**src/rtl/spi_flash_reader_if.sv**
```systemverilog
// Instruction-bus interface between the CPU fetch unit and the SPI flash reader.
//   wb_adr  : byte address of the requested word (master -> slave)
//   wb_cyc  : request strobe, held until wb_ack (master -> slave)
//   wb_rdt  : little-endian read data, valid while wb_ack is high (slave -> master)
//   wb_ack  : one-cycle completion pulse (slave -> master)
interface spi_flash_reader_if;
    logic [23:0] wb_adr;
    logic        wb_cyc;
    logic [31:0] wb_rdt;
    logic        wb_ack;

    modport master (output wb_adr, output wb_cyc, input wb_rdt, input wb_ack);
    modport slave  (input wb_adr, input wb_cyc, output wb_rdt, output wb_ack);
endinterface

```
**src/rtl/spi_flash_reader.sv**
```systemverilog
// Instruction-fetch bridge from the CPU instruction bus to an SPI NOR flash.
// Every request becomes one READ transaction: 8-bit opcode, 24-bit word-aligned
// address, then 32 data bits. The word is returned little-endian (first flash
// byte in bits [7:0]) together with a single-cycle ack.
// Ports:
//   i_clk       system clock
//   i_rst       synchronous reset, active high
//   wb          instruction bus (slave side): wb_adr, wb_cyc in; wb_rdt, wb_ack out
//   o_spi_csb   flash chip select, active low
//   o_spi_sck   SPI clock, mode 0 (idles low), half period = CLK_DIV clocks
//   o_spi_mosi  serial data to the flash, MSB first
//   i_spi_miso  serial data from the flash
module spi_flash_reader #(
    parameter int          CLK_DIV  = 1,
    parameter logic [7:0]  READ_CMD = 8'h03
) (
    input  logic                 i_clk,
    input  logic                 i_rst,
    spi_flash_reader_if.slave    wb,
    output logic                 o_spi_csb,
    output logic                 o_spi_sck,
    output logic                 o_spi_mosi,
    input  logic                 i_spi_miso
);

    typedef enum logic [1:0] {
        ST_IDLE,
        ST_SHIFT,
        ST_ACK,
        ST_GAP
    } state_t;

    localparam int               DIV_W    = (CLK_DIV > 1) ? $clog2(CLK_DIV) : 1;
    localparam logic [DIV_W-1:0] DIV_LAST = DIV_W'(CLK_DIV - 1);

    state_t           r_state;
    state_t           w_state_next;
    logic [DIV_W-1:0] r_div;
    logic [5:0]       r_bit_cnt;
    logic [63:0]      r_tx;
    logic [30:0]      r_rx;
    logic [31:0]      r_rdt;
    logic             r_csb;
    logic             r_sck;
    logic             r_ack;

    logic             w_start;
    logic             w_tick;
    logic             w_rise;
    logic             w_fall;
    logic             w_last;
    logic [31:0]      w_rx_next;
    logic [63:0]      w_tx_load;
    logic             w_unused_adr_lsb;

    // The two address LSBs are word-offset bits that never reach the wire.
    assign w_unused_adr_lsb = &{1'b0, wb.wb_adr[1:0]};

    // Data bits of the frame are clocked out as zero.
    assign w_tx_load = {READ_CMD, wb.wb_adr[23:2], 2'b00, 32'h0000_0000};

    // State register.
    // NOTE: sequential state uses non-blocking assignments so every register
    // updates from values sampled before the edge, independent of block order.
    always_ff @(posedge i_clk) begin
        if (i_rst) begin
            r_state <= ST_IDLE;
        end else begin
            r_state <= w_state_next;
        end
    end

    // Next-state and SCK edge decode.
    // NOTE: every combinational output gets a default first so no path leaves
    // it unassigned, which would otherwise infer a latch.
    always_comb begin
        w_state_next = r_state;
        w_start      = 1'b0;
        w_tick       = (r_div == DIV_LAST);
        w_rise       = 1'b0;
        w_fall       = 1'b0;
        w_last       = 1'b0;
        w_rx_next    = {r_rx, i_spi_miso};

        case (r_state)
            ST_IDLE: begin
                if (wb.wb_cyc) begin
                    w_start      = 1'b1;
                    w_state_next = ST_SHIFT;
                end
            end
            ST_SHIFT: begin
                // A half phase ends on the tick; its kind depends on the current SCK level.
                w_rise = w_tick && !r_sck;
                w_fall = w_tick &&  r_sck;
                w_last = w_fall && (r_bit_cnt == 6'd63);
                if (w_last) begin
                    w_state_next = ST_ACK;
                end
            end
            ST_ACK:  w_state_next = ST_GAP;
            ST_GAP:  w_state_next = ST_IDLE;
            default: w_state_next = ST_IDLE;
        endcase
    end

    // Datapath: divider, bit counter, shift registers and pin drivers.
    // NOTE: the read-data register is reset along with the control state because
    // its reset value is observable on the bus; it is a single word, not a memory.
    always_ff @(posedge i_clk) begin
        if (i_rst) begin
            r_div     <= '0;
            r_bit_cnt <= '0;
            r_tx      <= '0;
            r_rx      <= '0;
            r_rdt     <= '0;
            r_csb     <= 1'b1;
            r_sck     <= 1'b0;
            r_ack     <= 1'b0;
        end else begin
            r_ack <= 1'b0;

            if (w_start) begin
                // Divider restarts here so SCK timing never depends on history.
                r_tx      <= w_tx_load;
                r_rx      <= '0;
                r_div     <= '0;
                r_bit_cnt <= '0;
                r_csb     <= 1'b0;
                r_sck     <= 1'b0;
            end else if (r_state == ST_SHIFT) begin
                r_div <= w_tick ? '0 : r_div + DIV_W'(1);

                if (w_rise) begin
                    r_sck <= 1'b1;
                end

                if (w_fall) begin
                    r_sck <= 1'b0;
                    // MOSI advances on the same edge that samples MISO.
                    r_tx  <= {r_tx[62:0], 1'b0};
                    if (r_bit_cnt[5]) begin
                        r_rx <= w_rx_next[30:0];
                    end
                    if (w_last) begin
                        r_csb <= 1'b1;
                        r_ack <= 1'b1;
                        // First flash byte arrived first, so it sits in the top byte.
                        r_rdt <= {w_rx_next[7:0], w_rx_next[15:8],
                                  w_rx_next[23:16], w_rx_next[31:24]};
                    end else begin
                        r_bit_cnt <= r_bit_cnt + 6'd1;
                    end
                end
            end
        end
    end

    // After 64 shifts the TX register is all zero, so MOSI idles low in ACK/GAP/IDLE.
    assign o_spi_mosi = r_tx[63];
    assign o_spi_csb  = r_csb;
    assign o_spi_sck  = r_sck;
    assign wb.wb_ack  = r_ack;
    assign wb.wb_rdt  = r_rdt;

endmodule

```
**src/flat_wrapper.sv**
```systemverilog
// flat-port wrapper written by rule: the top's interface ports become plain ports
module spi_flash_reader_flat 
#(
    parameter int          CLK_DIV  = 1,
    parameter logic [7:0]  READ_CMD = 8'h03
)
  (i_clk, i_rst, o_spi_csb, o_spi_sck, o_spi_mosi, i_spi_miso, wb_wb_adr, wb_wb_cyc, wb_wb_rdt, wb_wb_ack);
  spi_flash_reader_if wb_i ();
  input  logic i_clk;
  input  logic i_rst;
  output logic o_spi_csb;
  output logic o_spi_sck;
  output logic o_spi_mosi;
  input  logic i_spi_miso;
  input wire logic [$bits(wb_i.wb_adr)-1:0] wb_wb_adr;
  input wire logic [$bits(wb_i.wb_cyc)-1:0] wb_wb_cyc;
  output wire logic [$bits(wb_i.wb_rdt)-1:0] wb_wb_rdt;
  output wire logic [$bits(wb_i.wb_ack)-1:0] wb_wb_ack;
  assign wb_i.wb_adr = wb_wb_adr;
  assign wb_i.wb_cyc = wb_wb_cyc;
  assign wb_wb_rdt = wb_i.wb_rdt;
  assign wb_wb_ack = wb_i.wb_ack;
  spi_flash_reader #(.CLK_DIV(CLK_DIV), .READ_CMD(READ_CMD)) u_core (.i_clk(i_clk), .i_rst(i_rst), .wb(wb_i), .o_spi_csb(o_spi_csb), .o_spi_sck(o_spi_sck), .o_spi_mosi(o_spi_mosi), .i_spi_miso(i_spi_miso));
endmodule
```
**config.mk**
```make
export PLATFORM = sky130hd
export DESIGN_NAME = spi_flash_reader_flat
export DESIGN_NICKNAME = d
export VERILOG_FILES = /design/src/rtl/spi_flash_reader_if.sv /design/src/rtl/spi_flash_reader.sv /design/src/flat_wrapper.sv
export SDC_FILE = /design/constraint.sdc
export NUM_CORES = 1
export LEC_CHECK = 0
export BUFFER_PORTS_ARGS = -buffer_cell sky130_fd_sc_hd__clkbuf_2
export CORE_AREA = 2 2 96 98
export CTS_CLUSTER_DIAMETER = 40
export DETAILED_ROUTE_END_ITERATION = 7
export DIE_AREA = 0 0 98 100
export PLACE_DENSITY = 0.84
export SYNTH_ARGS = -nofsm -noshare
export SYNTH_HDL_FRONTEND = slang
export SYNTH_SLANG_ARGS = --single-unit
```
**constraint.sdc**
```tcl
create_clock -name i_clk -period 1.55 [get_ports i_clk]
set_input_delay 0 -clock i_clk [delete_from_list [all_inputs] [get_ports i_clk]]
set_output_delay 0 -clock i_clk [all_outputs]
set_load 0.01 [all_outputs]
```
Word-level counts from Yosys, hierarchy flattened
Cells that the tools add are included.

Input bits: 28. Register bits after elaboration: 105.

Bitwise logic cells: 5. Reductions and logical operators: 19. Add/sub/neg operators: 2. Equality and inequality tests: 6. Muxes and demuxes: 19.

Operator list (count): 58-bit two-way mux (3); 1-bit two-way mux (13); 3-bit AND reduction (3); 2-bit one-hot mux with 4 select lines (1); 2-bit AND reduction (4); 2-bit nonzero test (4); 6-bit by 1-bit adder with 6-bit output, second input constant (1); 6-bit equality test, second input constant (1); 1-bit NOT (5); 2-bit equality test, second input constant (2); 2-bit two-way mux (2); 4-bit AND reduction (1); 4-bit OR reduction (1); 1-bit logical AND (3); 2-bit by 1-bit equality test with 1-bit output, second input constant (1); 2-bit logical NOT (1); 2-bit by 1-bit != test with 1-bit output, second input constant (1); 2-bit != test, second input constant (1); 2-bit OR reduction (1); 1-bit adder, second input constant (1); 1-bit logical NOT (1).

Logic depth before layout (Yosys ltp)
Gate-level depths: netlist of the first run.

Word-level depth: 8. Mapped depth: 7. Mapped depth without buffers: 5.

Worst setup path after synthesis of the first run
No wires, ideal clock.

Path kind: reg-to-reg. From: reg u_core.r_state[0]. To: reg u_core.r_tx[41]. Path slack: -12 ps. Path buffers: 2. Library setup time: 91 ps. Period minus slack after synthesis: 1562 ps. Data required time: 1459 ps. Stages on the path, launching flop included: 8. Data arrival time: 1471 ps. Cells stage by stage: dfxtp_1 inv_1 ha_1 nand2_1 buf_2 buf_1 nor2_1 a311oi_1.

Word-level cells in the longest chain between the ends: 4.

RTL lines: from (decl) (line spi_flash_reader.sv:36) `state_t r_state;`; from (signal assigned) (line spi_flash_reader.sv:69) `r_state <= w_state_next;`; 2-bit by 1-bit equality test with 1-bit output / 2-bit logical NOT (equally long branches) (line spi_flash_reader.sv:85, spi_flash_reader.sv:131); 1-bit two-way mux (line spi_flash_reader.sv:85) `case (r_state)`; 2-bit nonzero test (no line); 2-bit AND reduction (no line); to (signal assigned) (line spi_flash_reader.sv:125) `r_tx <= w_tx_load;`; to (signal assigned) (line spi_flash_reader.sv:141) `r_tx <= {r_tx[62:0], 1'b0};`; to (decl) (line spi_flash_reader.sv:40) `logic [63:0] r_tx;`.

Several ways; a longest one is shown, not always the timed one. A chain may end at the register's enable or synchronous reset.

Worst setup path after layout of the first run
From: reg u_core.r_state[0]. To: reg u_core.r_tx[48].

Same word-level chain as after synthesis.

==> flow_metrics.py, run 1 <==
metrics = {
    "floorplanning": {
        "row_count": 35,
        "die-area_um2": 9800,
        "core_area_um2": 8890,
        "fp.dieW_um": 98,
        "io_pins": 64,
        "die_h_um": 100,
        "initial_core_util_pct": 49.28,
    },
    "final_layout": {
        "syn_to_final_growth_pct": 22.05,
        "antennaDiodeCount": 0,
        "drive_gt1_share_pct": 18.38,
        "final_common_cell": "nand2_1",
        "final_nets": 612,
        "layout_common_cells": "126 x nand2_1, 102 x dfxtp_1, 72 x nand2b_1",
    },
    "detailed_routing": {
        "wl_per_cell_um": 13.76,
        "viasPerCell": 5.227,
        "first_iter_violations": 140,
        "wirelength_um": 9537,
        "drtPass1Iterations": 5,
        "ant_nets": 0,
        "dr_total_vias": 3622,
        "drc": 0,
    },
    "sta": {
        "max_clock_freq_ghz": 0.6752,
        "min_period_over_period_pct": 95.55,
        "fin_crit_ps": 1481,
        "setup_viol": 0,
        "tns_ps": 0,
        "finClkSkew_ps": 10.12,
        "fin_hold_ws_ps": 219.5,
        "tightestPinTransition_ps": 383.6,
        "slew_headroom_pct": 74.43,
        "finalHoldViolations": 0,
        "drv_slew": 0,
    },
    "synth": {
        "avgSynthCellArea_um2": 8.709,
        "synthFlopType": "dfxtp_1",
        "yosys.area.top_type": "dfxtp_1",
        "synth_top_cells_by_area": "dfxtp_1 48%, nand2_1 11%, nand2b_1 10%, mux2i_1 8.9%, a21oi_1 4.7%",
        "mappedNetlistNets": 537,
        "ys_async_sr_fraction_pct": 0,
        "syn_area_um2": 4380,
        "ys_warn_count": 0,
        "synth_cells": 503,
        "yosys_register_bits": 104,
        "synthDominantCellAreaShare_pct": 47.53,
        "synth-edff-count": 0,
        "yosysSeqAreaShare_pct": 47.53,
        "synth_cell_types": 25,
    },
    "grt": {
        "grt_overflow_total": 0,
        "grt_pass1_wl_um": 15540,
        "grt_max_degree": 43,
        "antenna_found_initial": 0,
        "first_global_vias": 3572,
        "grtUsageTotal_pct": 18.97,
    },
    "setup_path": {
        "path_class": "register to register",
        "path_buf_inv": 2,
        "end_kind": "register",
        "crit_chain": "inv_1, ha_2, nand2_2, bufbuf_16, a311oi_1",
        "startpoint_type": "register",
        "critPathTopFamily": "buffers and inverters",
        "r2r-end": "u_core.r_tx[48]",
        "reg2reg_depth": 5,
        "critPathMaxStageDelay_ps": 370,
        "cp.required_ps": 1820,
        "cp.arrival_ps": 1750,
        "r2r_slack_ps": 70,
        "cpMaxStageDelayCell": "dfxtp_2",
        "path_max_fanout": 23,
        "worstReg2RegStart": "u_core.r_state[0]",
    },
    "outcome": {
        "status": "completed",
    },
    "min_path": {
        "holdPathStages": 3,
        "hp-class": "input pin to register",
        "hold_start": "i_rst",
        "worstHoldEndpoint": "u_core.wb.wb_rdt[3]",
    },
    "clock_tree": {
        "ctsHtreeMaxLevel": 3,
        "cts.sinks": 104,
        "post_cts.repair.setup_buffers": 0,
        "cts_buffers": 9,
        "cts_tree": "done",
        "clockBufferDepth": 2,
        "root_buffer": "clkbuf_8",
        "path_clk_slew_ps": 100,
        "insertion_delay_ps": 360,
    },
    "power": {
        "power-per-cell-area_nw_per_um2": 1099,
        "p_total_mw": 5.878,
        "ir_worst_vdd_v": 0.0007257,
        "total_leakage_power_nw": 1.929,
    },
    "placed_design": {
        "port_buffers": 61,
        "hpwlAfterDp_um": 5548,
        "gp_congestion": 0.7807,
    },
    "job": {
        "max_cap_viol_count": 0,
    },
}
worst reg2reg max path, cell delays in order (launching register included):
cell and delay, ps:
dfxtp_2 370, inv_1 120, ha_2 240, nand2_2 100
bufbuf_16 310, a311oi_1 250
metrics by stage:
stage	instance area (um^2)	setup WS, ps	std cells	utilization [%]
floorplan	4383	70.82	503	-
global placement	4792	48.09	651	53.91
detailed placement	4792	-102.2	651	53.91
CTS	5278	25.30	691	59.37
global route	5346	-12.37	693	60.14
finish	5346	69.05	693	60.14
registers in the layout, summed over array words and instances (netlist names):
name              cells
u_core.r_rx          31
u_core.r_state        2
u_core.o_spi_sck      1
u_core.o_spi_csb      1
u_core.r_bit_cnt      6
u_core.r_tx          30
u_core.wb.wb_ack      1
u_core.wb.wb_rdt     32
routing by layer:
metal	routed length, um	vias to the layer above	GRT usage, %	share of wire [%]
li1	-	1813	-	-
met1	4118	1708	22.14	43
met2	4858	85	34.04	51
met3	416	16	4.805	4.4
met4	144	0	6.410	1.5
met5	0	-	0	0
worst max path at each step:
stage / slack [ps] / cells past startpoint / endpoint / start
3_5_place_dp: -100 / 6 / u_core.r_tx[49] / u_core.r_state[1]
3_3_place_gp: 50 / 6 / u_core.r_tx[50] / u_core.r_state[1]
6_report: 70 / 5 / u_core.r_tx[48] / u_core.r_state[0]
4_1_cts: 30 / 5 / u_core.r_tx[49] / u_core.r_state[1]
2_1_floorplan: 70 / 6 / u_core.r_tx[55] / u_core.r_state[1]
5_1_grt: -10 / 5 / u_core.r_tx[41] / u_core.r_state[0]
timing repair:
item	CTS	global route
endpoints found under the setup margin	30	51
resized for setup	4	7
endpoints found under the hold margin	24	0
cloned	1	2
hold buffers	24	0
cells in the mapped netlist, drive strengths merged (3+ instances only):
cell and count:
a311oi 21, buf 22, inv 3, ha 6, a31oi 3, nor2 25
clkbuf 18, mux2i 39, nand3 5, dfxtp 104, nand4 3, nand2b 72
a211oi 3, a21oi 41, nand2 128
power by group:
group	switching, mW	internal, mW
Sequential	0.126	2.88
Combinational	0.634	0.555
Clock	0.897	0.789
area by class of cell:
cell class / count / area, um^2
clock inverter: 4 / 55.05
tap: 111 / 138.9
clock buffer: 11 / 141.4
fill: 728 / 3543
sequential: 104 / 2085
multi-input combinational: 356 / 2079
timing repair buffer: 104 / 835.8
inverter: 3 / 11.26
cells by family (layout without fill, tap and decap cells):
kind of cell,count (synthesis),in the layout,synth area share (%)
and+or+nand+nor,239,239,25.48
DFF,104,104,47.53
AOI/OAI and AO/OA,72,72,10.63
buffers and inverters,43,122,5.741
muxes,39,39,8.912
adders and majority gates,6,6,1.714
No activity file was read; power rests on OpenSTA's default activity.
==> inputs of run 2 (changes only) <==
==> constraint.sdc (replaced) <==
create_clock -name i_clk -period 1.55 [get_ports i_clk]
set_input_delay 0.2325 -clock i_clk [delete_from_list [all_inputs] [get_ports i_clk]]
set_output_delay 0.2325 -clock i_clk [all_outputs]
set_load 0.01 [all_outputs]
==> run 2 against run 1 <==
Maximum frequency is 0.91% higher. Critical path depth is 1 higher. Highest routed layer unchanged. Die area did not move. Sequential power about the same. Non-clock buffer count fell by 22. Critical endpoint is now u_core.r_tx[47].
==> flow_metrics.py, run 2 (same netlist as run 1, synthesis figures left out) <==
metrics = {
    "setup_path": {
        "cp.required_ps": 1820,
        "reg2reg_depth": 6,
        "r2r-end": "u_core.r_tx[47]",
        "r2r_slack_ps": 80,
        "worstReg2RegStart": "u_core.r_state[1]",
        "end_kind": "register",
        "cp.arrival_ps": 1740,
        "path_class": "register to register",
        "startpoint_type": "register",
        "path_max_fanout": 15,
    },
    "clock_tree": {
        "root_buffer": "clkbuf_8",
        "ctsHtreeMaxLevel": 3,
        "cts_tree": "done",
        "cts.sinks": 104,
        "hold_buffers": 0,
        "path_clk_slew_ps": 100,
        "cts_buffers": 9,
        "clockBufferDepth": 2,
        "insertion_delay_ps": 370,
        "post_cts.repair.setup_buffers": 0,
    },
    "min_path": {
        "worstHoldEndpoint": "u_core.r_rx[0]",
        "holdPathStages": 3,
        "hp-class": "input pin to register",
        "hold_start": "i_spi_miso",
    },
    "final_layout": {
        "antennaDiodeCount": 0,
        "final_common_cell": "nand2_1",
        "largest_reg_flops": 32,
        "finish.utilization_pct": 57.42,
        "layout_common_cells": "127 x nand2_1, 101 x dfxtp_1, 72 x nand2b_1",
        "design_area_um2": 5105,
        "syn_to_final_growth_pct": 16.54,
        "final_nets": 590,
        "n_fill_cell": 779,
        "drive_gt1_share_pct": 20.68,
    },
    "grt": {
        "grtUsageTotal_pct": 18.20,
        "first_global_vias": 3377,
        "grt_overflow_total": 0,
        "antenna_found_initial": 0,
        "grt_max_degree": 53,
        "grt_pass1_wl_um": 14860,
    },
    "floorplanning": {
        "core_area_um2": 8890,
        "row_count": 35,
        "fp.dieW_um": 98,
        "initial_core_util_pct": 49.28,
        "die-area_um2": 9800,
        "die_h_um": 100,
        "io_pins": 64,
    },
    "sta": {
        "min_period_over_period_pct": 94.69,
        "tightestPinTransition_ps": 337.6,
        "finalHoldViolations": 0,
        "max_clock_freq_ghz": 0.6814,
        "slew_headroom_pct": 77.49,
        "fin_crit_ps": 1468,
        "drv_slew": 0,
        "setup_viol": 0,
        "finClkSkew_ps": 8.511,
    },
    "detailed_routing": {
        "dr.max_layer_used": "met4",
        "viasPerCell": 5.274,
        "wl_per_cell_um": 13.15,
        "drtPass1Iterations": 5,
        "ant_nets": 0,
        "drc": 0,
        "wirelength_um": 8836,
        "wl_met1_um": 3810,
        "route.met3.wl_um": 479,
        "wl_met2_um": 4430,
        "dr_total_vias": 3544,
        "first_iter_violations": 199,
    },
    "power": {
        "ir_worst_vdd_v": 0.0006346,
        "total_leakage_power_nw": 1.822,
        "power-per-cell-area_nw_per_um2": 1128,
    },
    "placed_design": {
        "placement.cell_area_um2": 4790,
        "gp_congestion": 0.7933,
        "hpwlAfterDp_um": 5604,
        "port_buffers": 61,
    },
    "job": {
        "max_cap_viol_count": 0,
    },
    "outcome": {
        "status": "completed",
    },
}
## run 2: changes by cell type in the layout (fill, tap and decap cells not counted), moves of 2 or more
cell           before  now
dlygate4sd3_1      24    0
a311oi_2            1    5
buf_12              7    5
buf_6               0    3
clkinv_2            0    2
buf_4               9   11
inv_6               0    2
a311oi_1           20   16
## run 2: metrics by stage
stage	instances	worst slack (ps)	hold slack [ps]	total power, mW	setup TNS (ps)
2_1_floorplan	503	70.82	368.5	3.716	0
5_1_grt	672	-28.88	91.87	6.028	-95.08
3_3_place_gp	654	16.67	437.6	3.933	0
3_5_place_dp	654	-142.5	449.5	4.000	-2446
6_report	672	82.34	102.5	5.758	0
4_1_cts	671	2.189	82.31	5.672	0
## run 2: layout make-up
cell class | count | area, um^2 | area share (%)
Multi-Input combinational cell | 356 | 2111 | 41.35
Sequential cell | 104 | 2086 | 40.86
Tap cell | 111 | 138.9 | 2.721
Clock buffer | 9 | 123.9 | 2.426
Timing Repair Buffer | 82 | 579.3 | 11.35
Clock inverter | 7 | 55.05 | 1.078
Inverter | 3 | 11.26 | 0.2206
## run 2: power breakdown
group	internal (mW)	leakage (nW)	switching, mW
Sequential	2.88	0.845	0.123
Combinational	0.544	0.885	0.654
Clock	0.604	0.0919	0.956
## run 2: what timing repair did
item                       in CTS  in global routing
resized for setup               6                 15
gates cloned                    1                  1
setup endpoints to repair      68                 65
## run 2: critical path: stages (launching register included)
cell	delay (ps)
dfxtp_2	370
inv_2	80
ha_4	200
nand2_2	140
buf_6	190
nand2_1	100
a311oi_2	290
## run 2: how the worst max path moves through the flow
stage	from	to	slack (ps)	cells after the start
after floorplan	u_core.r_state[1]	u_core.r_tx[55]	70	6
after global placement	u_core.r_state[1]	u_core.r_tx[50]	20	6
after detailed placement	u_core.r_state[1]	u_core.r_tx[48]	-140	6
after CTS	u_core.r_state[0]	u_core.r_tx[37]	2	5
after global routing	u_core.r_bit_cnt[1]	u_core.wb.wb_rdt[23]	-30	5
final	u_core.r_state[1]	u_core.r_tx[47]	80	6
## run 2: routing by layer
metal / up-vias / global-route usage, %
met5: - / 0
met4: 0 / 4.808
met3: 11 / 5.501
met2: 99 / 32.72
met1: 1659 / 21.19
li1: 1775 / -
